**src/rtl/apb_master_bridge_if.sv**
```systemverilog
// Command port and APB bus bundle for the command-to-APB master bridge.
// The master modport is the bridge's view; the slave modport is the view of
// whatever drives commands and plays the APB slave (the surrounding system).
interface apb_master_bridge_if #(
  parameter int ADDR_W = 5,
  parameter int DATA_W = 8
);
  // command side
  logic              cmd_valid;
  logic              cmd_ready;
  logic              cmd_write;
  logic [ADDR_W-1:0] cmd_addr;
  logic [DATA_W-1:0] cmd_wdata;
  // response side
  logic              rsp_valid;
  logic [DATA_W-1:0] rsp_rdata;
  logic              rsp_err;
  logic              rsp_timeout;
  // APB side
  logic              PSEL;
  logic              PENABLE;
  logic              PWRITE;
  logic [ADDR_W-1:0] PADDR;
  logic [DATA_W-1:0] PWDATA;
  logic              PREADY;
  logic [DATA_W-1:0] PRDATA;
  logic              PSLVERR;

  modport master (
    input  cmd_valid, cmd_write, cmd_addr, cmd_wdata,
    output cmd_ready,
    output rsp_valid, rsp_rdata, rsp_err, rsp_timeout,
    output PSEL, PENABLE, PWRITE, PADDR, PWDATA,
    input  PREADY, PRDATA, PSLVERR
  );

  modport slave (
    output cmd_valid, cmd_write, cmd_addr, cmd_wdata,
    input  cmd_ready,
    input  rsp_valid, rsp_rdata, rsp_err, rsp_timeout,
    input  PSEL, PENABLE, PWRITE, PADDR, PWDATA,
    output PREADY, PRDATA, PSLVERR
  );
endinterface

```
**src/rtl/apb_master_bridge.sv**
```systemverilog
// Command-to-APB master bridge: takes single read/write commands from a
// valid/ready port, runs them through APB SETUP/ACCESS toward one slave and
// returns data, slave error and timeout status on a one-cycle response strobe.
module apb_master_bridge #(
  parameter int ADDR_W  = 5,
  parameter int DATA_W  = 8,
  parameter int TIMEOUT = 16
) (
  input  logic                CLK,
  input  logic                Rst,
  apb_master_bridge_if.master bus,
  output logic [1:0]          state
);

  // Counter just wide enough to hold TIMEOUT-1, the last tolerated wait.
  localparam int CNT_W = $clog2(TIMEOUT);

  typedef enum logic [1:0] {
    IDLE   = 2'b00,
    SETUP  = 2'b01,
    ACCESS = 2'b10
  } state_t;

  state_t            state_reg, state_next;
  logic [CNT_W-1:0]  wait_cnt_reg, wait_cnt_next;
  logic              psel_reg, psel_next;
  logic              penable_reg, penable_next;
  logic              pwrite_reg, pwrite_next;
  logic [ADDR_W-1:0] paddr_reg, paddr_next;
  logic [DATA_W-1:0] pwdata_reg, pwdata_next;
  logic              rsp_valid_reg, rsp_valid_next;
  logic [DATA_W-1:0] rsp_rdata_reg, rsp_rdata_next;
  logic              rsp_err_reg, rsp_err_next;
  logic              rsp_timeout_reg, rsp_timeout_next;

  logic ready;
  logic accept;
  logic complete;
  logic at_limit;
  logic abort;

  // Ready in IDLE, or in the completing ACCESS cycle so a new command can
  // chain straight into SETUP. Held low while reset is asserted so nothing
  // is accepted and every output reads 0 during reset.
  assign ready    = !Rst && ((state_reg == IDLE) ||
                             ((state_reg == ACCESS) && bus.PREADY));
  assign accept   = bus.cmd_valid && ready;
  assign complete = (state_reg == ACCESS) && bus.PREADY;
  assign at_limit = (wait_cnt_reg == CNT_W'(TIMEOUT - 1));
  assign abort    = (state_reg == ACCESS) && !bus.PREADY && at_limit;

  // State and all registered outputs; reset clears everything at once.
  always_ff @(posedge CLK or posedge Rst) begin
    if (Rst) begin
      state_reg       <= IDLE;
      wait_cnt_reg    <= '0;
      psel_reg        <= 1'b0;
      penable_reg     <= 1'b0;
      pwrite_reg      <= 1'b0;
      paddr_reg       <= '0;
      pwdata_reg      <= '0;
      rsp_valid_reg   <= 1'b0;
      rsp_rdata_reg   <= '0;
      rsp_err_reg     <= 1'b0;
      rsp_timeout_reg <= 1'b0;
    end else begin
      state_reg       <= state_next;
      wait_cnt_reg    <= wait_cnt_next;
      psel_reg        <= psel_next;
      penable_reg     <= penable_next;
      pwrite_reg      <= pwrite_next;
      paddr_reg       <= paddr_next;
      pwdata_reg      <= pwdata_next;
      rsp_valid_reg   <= rsp_valid_next;
      rsp_rdata_reg   <= rsp_rdata_next;
      rsp_err_reg     <= rsp_err_next;
      rsp_timeout_reg <= rsp_timeout_next;
    end
  end

  // Next-state: SETUP always lasts one cycle; ACCESS ends on PREADY or abort.
  always_comb begin
    state_next = state_reg;
    case (state_reg)
      IDLE:    if (accept) state_next = SETUP;
      SETUP:   state_next = ACCESS;
      ACCESS: begin
        if (complete)   state_next = accept ? SETUP : IDLE;
        else if (abort) state_next = IDLE;
      end
      default: state_next = IDLE;
    endcase
  end

  // Next values of the registered outputs, the wait counter and the response.
  always_comb begin
    psel_next        = (state_next == SETUP) || (state_next == ACCESS);
    penable_next     = (state_next == ACCESS);
    // Address/direction/data only change on acceptance, so they stay stable
    // through SETUP and ACCESS and hold their last values in IDLE.
    paddr_next       = accept ? bus.cmd_addr  : paddr_reg;
    pwrite_next      = accept ? bus.cmd_write : pwrite_reg;
    pwdata_next      = pwdata_reg;
    if (accept) pwdata_next = bus.cmd_write ? bus.cmd_wdata : '0;

    wait_cnt_next    = wait_cnt_reg;
    if (accept || abort)
      wait_cnt_next = '0;
    else if ((state_reg == ACCESS) && !bus.PREADY)
      wait_cnt_next = wait_cnt_reg + CNT_W'(1);

    rsp_valid_next   = complete || abort;
    rsp_rdata_next   = (complete && !pwrite_reg) ? bus.PRDATA : '0;
    rsp_err_next     = complete ? bus.PSLVERR : abort;
    rsp_timeout_next = abort;
  end

  assign bus.cmd_ready   = ready;
  assign bus.PSEL        = psel_reg;
  assign bus.PENABLE     = penable_reg;
  assign bus.PWRITE      = pwrite_reg;
  assign bus.PADDR       = paddr_reg;
  assign bus.PWDATA      = pwdata_reg;
  assign bus.rsp_valid   = rsp_valid_reg;
  assign bus.rsp_rdata   = rsp_rdata_reg;
  assign bus.rsp_err     = rsp_err_reg;
  assign bus.rsp_timeout = rsp_timeout_reg;
  assign state           = state_reg;

endmodule

```
**src/flat_wrapper.sv**
```systemverilog
// flat-port wrapper written by rule: the top's interface ports become plain ports
module apb_master_bridge_flat 
#(
  parameter int ADDR_W  = 5,
  parameter int DATA_W  = 8,
  parameter int TIMEOUT = 16
)
  (CLK, Rst, state, bus_cmd_valid, bus_cmd_write, bus_cmd_addr, bus_cmd_wdata, bus_cmd_ready, bus_rsp_valid, bus_rsp_rdata, bus_rsp_err, bus_rsp_timeout, bus_PSEL, bus_PENABLE, bus_PWRITE, bus_PADDR, bus_PWDATA, bus_PREADY, bus_PRDATA, bus_PSLVERR);
  apb_master_bridge_if #(.ADDR_W(ADDR_W), .DATA_W(DATA_W)) bus_i ();
  input  logic CLK;
  input  logic Rst;
  output logic [1:0] state;
  input wire logic [$bits(bus_i.cmd_valid)-1:0] bus_cmd_valid;
  input wire logic [$bits(bus_i.cmd_write)-1:0] bus_cmd_write;
  input wire logic [$bits(bus_i.cmd_addr)-1:0] bus_cmd_addr;
  input wire logic [$bits(bus_i.cmd_wdata)-1:0] bus_cmd_wdata;
  output wire logic [$bits(bus_i.cmd_ready)-1:0] bus_cmd_ready;
  output wire logic [$bits(bus_i.rsp_valid)-1:0] bus_rsp_valid;
  output wire logic [$bits(bus_i.rsp_rdata)-1:0] bus_rsp_rdata;
  output wire logic [$bits(bus_i.rsp_err)-1:0] bus_rsp_err;
  output wire logic [$bits(bus_i.rsp_timeout)-1:0] bus_rsp_timeout;
  output wire logic [$bits(bus_i.PSEL)-1:0] bus_PSEL;
  output wire logic [$bits(bus_i.PENABLE)-1:0] bus_PENABLE;
  output wire logic [$bits(bus_i.PWRITE)-1:0] bus_PWRITE;
  output wire logic [$bits(bus_i.PADDR)-1:0] bus_PADDR;
  output wire logic [$bits(bus_i.PWDATA)-1:0] bus_PWDATA;
  input wire logic [$bits(bus_i.PREADY)-1:0] bus_PREADY;
  input wire logic [$bits(bus_i.PRDATA)-1:0] bus_PRDATA;
  input wire logic [$bits(bus_i.PSLVERR)-1:0] bus_PSLVERR;
  assign bus_i.cmd_valid = bus_cmd_valid;
  assign bus_i.cmd_write = bus_cmd_write;
  assign bus_i.cmd_addr = bus_cmd_addr;
  assign bus_i.cmd_wdata = bus_cmd_wdata;
  assign bus_cmd_ready = bus_i.cmd_ready;
  assign bus_rsp_valid = bus_i.rsp_valid;
  assign bus_rsp_rdata = bus_i.rsp_rdata;
  assign bus_rsp_err = bus_i.rsp_err;
  assign bus_rsp_timeout = bus_i.rsp_timeout;
  assign bus_PSEL = bus_i.PSEL;
  assign bus_PENABLE = bus_i.PENABLE;
  assign bus_PWRITE = bus_i.PWRITE;
  assign bus_PADDR = bus_i.PADDR;
  assign bus_PWDATA = bus_i.PWDATA;
  assign bus_i.PREADY = bus_PREADY;
  assign bus_i.PRDATA = bus_PRDATA;
  assign bus_i.PSLVERR = bus_PSLVERR;
  apb_master_bridge #(.ADDR_W(ADDR_W), .DATA_W(DATA_W), .TIMEOUT(TIMEOUT)) u_core (.CLK(CLK), .Rst(Rst), .bus(bus_i), .state(state));
endmodule
```
**config.mk**
```make
export PLATFORM = sky130hd
export DESIGN_NAME = apb_master_bridge_flat
export DESIGN_NICKNAME = d
export VERILOG_FILES = /design/src/rtl/apb_master_bridge_if.sv /design/src/rtl/apb_master_bridge.sv /design/src/flat_wrapper.sv
export SDC_FILE = /design/constraint.sdc
export NUM_CORES = 1
export LEC_CHECK = 0
export ABC_CLOCK_PERIOD_IN_PS = 1600
export BUFFER_PORTS_ARGS = -buffer_cell sky130_fd_sc_hd__buf_2
export CAP_MARGIN = 20
export CORE_MARGIN = 5
export CORE_UTILIZATION = 44
export CTS_BUF_LIST = sky130_fd_sc_hd__clkbuf_4 sky130_fd_sc_hd__clkbuf_8
export CTS_CLUSTER_SIZE = 20
export DETAILED_ROUTE_END_ITERATION = 7
export GPL_TIMING_DRIVEN = 0
export PLACE_DENSITY = 0.86
export SKIP_LAST_GASP = 1
export SLEW_MARGIN = 40
export SYNTH_ARGS = -nofsm -noshare
export SYNTH_HDL_FRONTEND = slang
export SYNTH_SLANG_ARGS = --single-unit
```
**constraint.sdc**
```tcl
create_clock -name CLK -period 1.6 [get_ports CLK]
set_input_delay 0.08 -clock CLK [delete_from_list [all_inputs] [get_ports CLK]]
set_output_delay 0.08 -clock CLK [all_outputs]
set_load 0.02 [all_outputs]
```
Word level (Yosys, flattened, before mapping)
Index checks and enable logic that the tools add are counted.

storage, ports and cells
  register bits after elaboration = 33
  input bits = 27
  output and inout port bits = 30

cells by class
  add/sub/neg operators = 1
  equal/unequal tests = 5
  multiplexer cells = 10
  reductions and logical operators = 15

operators with widths
  operator                                                               count
  8-bit 2-to-1 mux                                                       2
  4-bit 2-to-1 mux                                                       2
  1-bit logical AND                                                      6
  2-bit 2-to-1 mux                                                       3
  2-bit case mux with 3 select lines                                     1
  4-bit by 1-bit adder with 4-bit output, second input constant          1
  2-bit by 1-bit equality test with 1-bit output, second input constant  2
  2-bit equality test, second input constant                             2
  4-bit equality test, second input constant                             1
  1-bit logical OR                                                       4
  1-bit logical NOT                                                      3
  2-bit logical NOT                                                      1
  1-bit 2-to-1 mux                                                       2
  2-bit nonzero test                                                     1

Longest topological paths before layout
  depth in word-level cells = 10
  mapped depth = 6
  mapped depth without buffers = 6

Least setup slack after synthesis
OpenSTA, ideal clock, no wires.

  kind = register -> register
  start point = reg u_core.state_reg[1] (netlist: u_core.state[1])
  end point = reg u_core.paddr_reg[0] (netlist: u_core.bus.PADDR[0])
  data arrival time = 1584 ps
  data required time = 1475 ps
  slack = -109 ps
  cell stages (with the launch flop) = 5
  buffers on the path = 0
  clock period less this slack = 1709 ps
  path through = dfrtp_1 nor2b_1 or4b_4 clkinv_4 mux2_2

between the ends
  longest elaborated chain between the ends = 5
  elaborated cells on any way between the ends = 6
  classes of those cells = 1 x eq/ne; 5 x reduce/logical

ends and longest elaborated chain
  item                    line                     RTL
  from (decl)             apb_master_bridge.sv:24  state_t state_reg, state_next;
  from (signal assigned)  apb_master_bridge.sv:67  state_reg <= state_next;
  2-bit equality test     apb_master_bridge.sv:46  ((state_reg == ACCESS) && bus.PREADY));
  1-bit logical AND       apb_master_bridge.sv:46
  1-bit logical OR *      apb_master_bridge.sv:45  assign ready = !Rst && ((state_reg == IDLE) ||
  1-bit logical AND *     apb_master_bridge.sv:45
  1-bit logical AND *     apb_master_bridge.sv:47  assign accept = bus.cmd_valid && ready;
  to (signal assigned)    apb_master_bridge.sv:72  paddr_reg <= paddr_next;
  to (decl)               apb_master_bridge.sv:29  logic [ADDR_W-1:0] paddr_reg, paddr_next;

Mark *: on every way between the ends. The rest lies on a longest branch, timed or not.
A chain may end at the register's enable or synchronous reset.

Worst setup path after layout
  start point = reg u_core.state_reg[1] (netlist: u_core.state[1])
  end point = reg u_core.paddr_reg[2] (netlist: u_core.bus.PADDR[2])

Same word-level chain as after synthesis.

==> flow_summary.json <==
{
  "status": "finished clean",
  "n_antenna_cell": 0,
  "cts_tree": "done",
  "maxCapViolations": 0,
  "rsz0062_at_grt": "true",
  "grt_max_degree": 34,
  "layout_common_cells": "buf_2 (55), dfrtp_1 (31), dlygate4sd3_1 (21), inv_1 (12), nand2_1 (12)",
  "cts_root_buf": "clkbuf_4",
  "clock_latency_ns": 0.34,
  "dp_slack_ns": -0.0722,
  "crit_type": "flop to flop",
  "viasPerCell": 4.93,
  "io_buffers": 55,
  "p_total_mw": 2.20,
  "synth-seq-cells": 33,
  "coreArea_sq_um": 2810,
  "max_freq_mhz": 630,
  "ys_warn_count": 0,
  "cts_buffers": 5,
  "yosys-top-cells-area": "dfrtp_1 (63%), mux2i_1 (6.1%), mux2_2 (5.1%), and2_1 (3.8%), inv_1 (3.7%)",
  "start_kind": "flop",
  "area_delta_synth_final_pct": 51.4,
  "grt_usage": 0.179,
  "crit_required_ns": 1.83,
  "arrival_ns": 1.82,
  "worst_slew_pin_slew_ns": 0.659,
  "die_w_um": 64.7,
  "synth_area_per_cell_sq_um": 12.1,
  "finalHoldViolCount": 0,
  "cts_max_level": 2,
  "firstDrtPassIters": 4,
  "drc_errors": 0,
  "syn_inst": 109,
  "finalWorstSetupSlack_ns": 0.0131,
  "dpl.hpwl_um": 2210,
  "antenna_found_initial": 0,
  "synth-seq-area-share": 0.626,
  "wl_per_cell_um": 14.8,
  "p_leak_nw": 1.05,
  "endpoint_kind": "flop",
  "path_clk_slew_ns": 0.11,
  "ys_types": 24,
  "syn-num-nets": 138,
  "drt-initial-drc-count": 31,
  "cp_max_fo": 9,
  "finalCritPeriodShare": 0.992,
  "start_util": 0.470,
  "ir_drop_mv": 0.861,
  "gp_congestion": 0.720,
  "tns_ns": 0,
  "netlist_area_sq_um": 1320,
  "fin_crit_ns": 1.59,
  "ys.flop_type": "dfrtp_1",
  "layout_commonest_cell": "buf_2",
  "grt_pass1_wl_um": 5690,
  "fin_skew_ns": 0.0141,
  "yosysTopAreaCell": "dfrtp_1",
  "finalSetupViolCount": 0,
  "num_vias": 1114,
  "ios": 57,
  "grt_pass1_vias": 1277,
  "yosysTopAreaCellShare": 0.626,
  "async_flop_share": 1.00,
  "die_h_um": 64.7,
  "cts_sinks": 33,
  "clockBufferDepth": 2,
  "final_nets": 223,
  "synth_edf_count": 0,
  "slew_headroom": 0.560,
  "fp-row-count": 19,
  "drive_above_1_share": 0.415,
  "powerDensity_nw_per_um2": 1100,
  "hold_path_class": "input port to flop",
  "drv_slew": 0,
  "die_area_sq_um": 4190,
  "wl_um": 3350,
  "grt_overflow": 0,
  "antenna_left": 0
}
==> per-layer routing <==
| metal | vias to the layer above | global-route usage | routed length (um) |
|---|---|---|---|
| met5 | - | 0 | 0 |
| met4 | 0 | 0.0818 | 64 |
| met3 | 9 | 0.0743 | 256 |
| met2 | 41 | 0.318 | 1840 |
| met1 | 540 | 0.181 | 1190 |
| li1 | 524 | - | - |
==> repair_timing <==
action / in CTS / in global routing
buffers inserted: 3 / 0
endpoints found under the hold margin: 53 / 0
hold buffers: 21 / 0
pin swaps: 1 / 1
resized for setup: 0 / 3
endpoints found under the setup margin: 10 / 16
==> critical path, cell delays in order, from the launching register on <==
cell and delay (ns):
dfrtp_2 0.41, nor2b_4 0.13, or4b_4 0.55, clkinv_8 0.11
mux2_4 0.30
==> through the flow <==
step	instances	hold WS, ns	area (sq um)	utilization
after floorplan	109	0.208	1350	-
after global placement	195	0.288	1670	0.595
after detailed placement	195	0.231	1670	0.595
after CTS	227	0.00345	1990	0.709
after global routing	226	0.0123	2000	0.712
final	226	0.0169	2000	0.712
==> cell usage after synthesis, types with 2 or more instances <==
| cell type | count |
|---|---|
| nor2_1 | 2 |
| mux2i_1 | 8 |
| nand3b_1 | 2 |
| and2_1 | 8 |
| dfrtp_1 | 33 |
| nand2_1 | 12 |
| nand3_1 | 2 |
| mux2_2 | 6 |
| a21oi_1 | 4 |
| inv_1 | 13 |
| o21ai_0 | 3 |
| nor3_1 | 3 |
| ha_1 | 2 |
==> area by class of cell <==
type | count | area [sq um]
Sequential cell | 33 | 828
Fill cell | 180 | 808
Timing Repair Buffer | 79 | 508
Multi-Input combinational cell | 59 | 444
Inverter | 14 | 65.1
Clock buffer | 7 | 58.8
Tap cell | 31 | 38.8
Clock inverter | 1 | 30.0
Buffer | 2 | 23.8
==> logic make-up (layout without fill, tap and decap cells) <==
kind of cell,count (synthesis),after routing,synth area share
compound gates,9,9,0.0380
fa+ha+maj,2,2,0.0190
buf+inv,17,103,0.0645
flops,33,33,0.626
mux,14,14,0.112
simple gates,34,34,0.140
==> worst paths after layout <==
path / endpoint / startpoint / slack [ns] / cells after the start
setup reg to reg: u_core.bus.PADDR[2] / u_core.state[1] / 0.01 / 4
max in group asynchronous: u_core.state[1] / Rst / 0.73 / 3
min in group asynchronous: u_core.state[0] / Rst / 0.40 / 3
setup / recovery: u_core.bus.PADDR[2] / u_core.state[1] / 0.01 / 4
hold / removal: u_core.bus.PWDATA[5] / bus_cmd_wdata[5] / 0.02 / 3
hold reg to reg: u_core.bus.PWDATA[3] / u_core.bus.PWDATA[3] / 0.53 / 2
==> report_power, final <==
group	switching (mW)	internal, mW
Sequential	0.0675	0.938
Clock	0.280	0.390
Combinational	0.288	0.236
No activity file was read; power rests on OpenSTA's default activity.
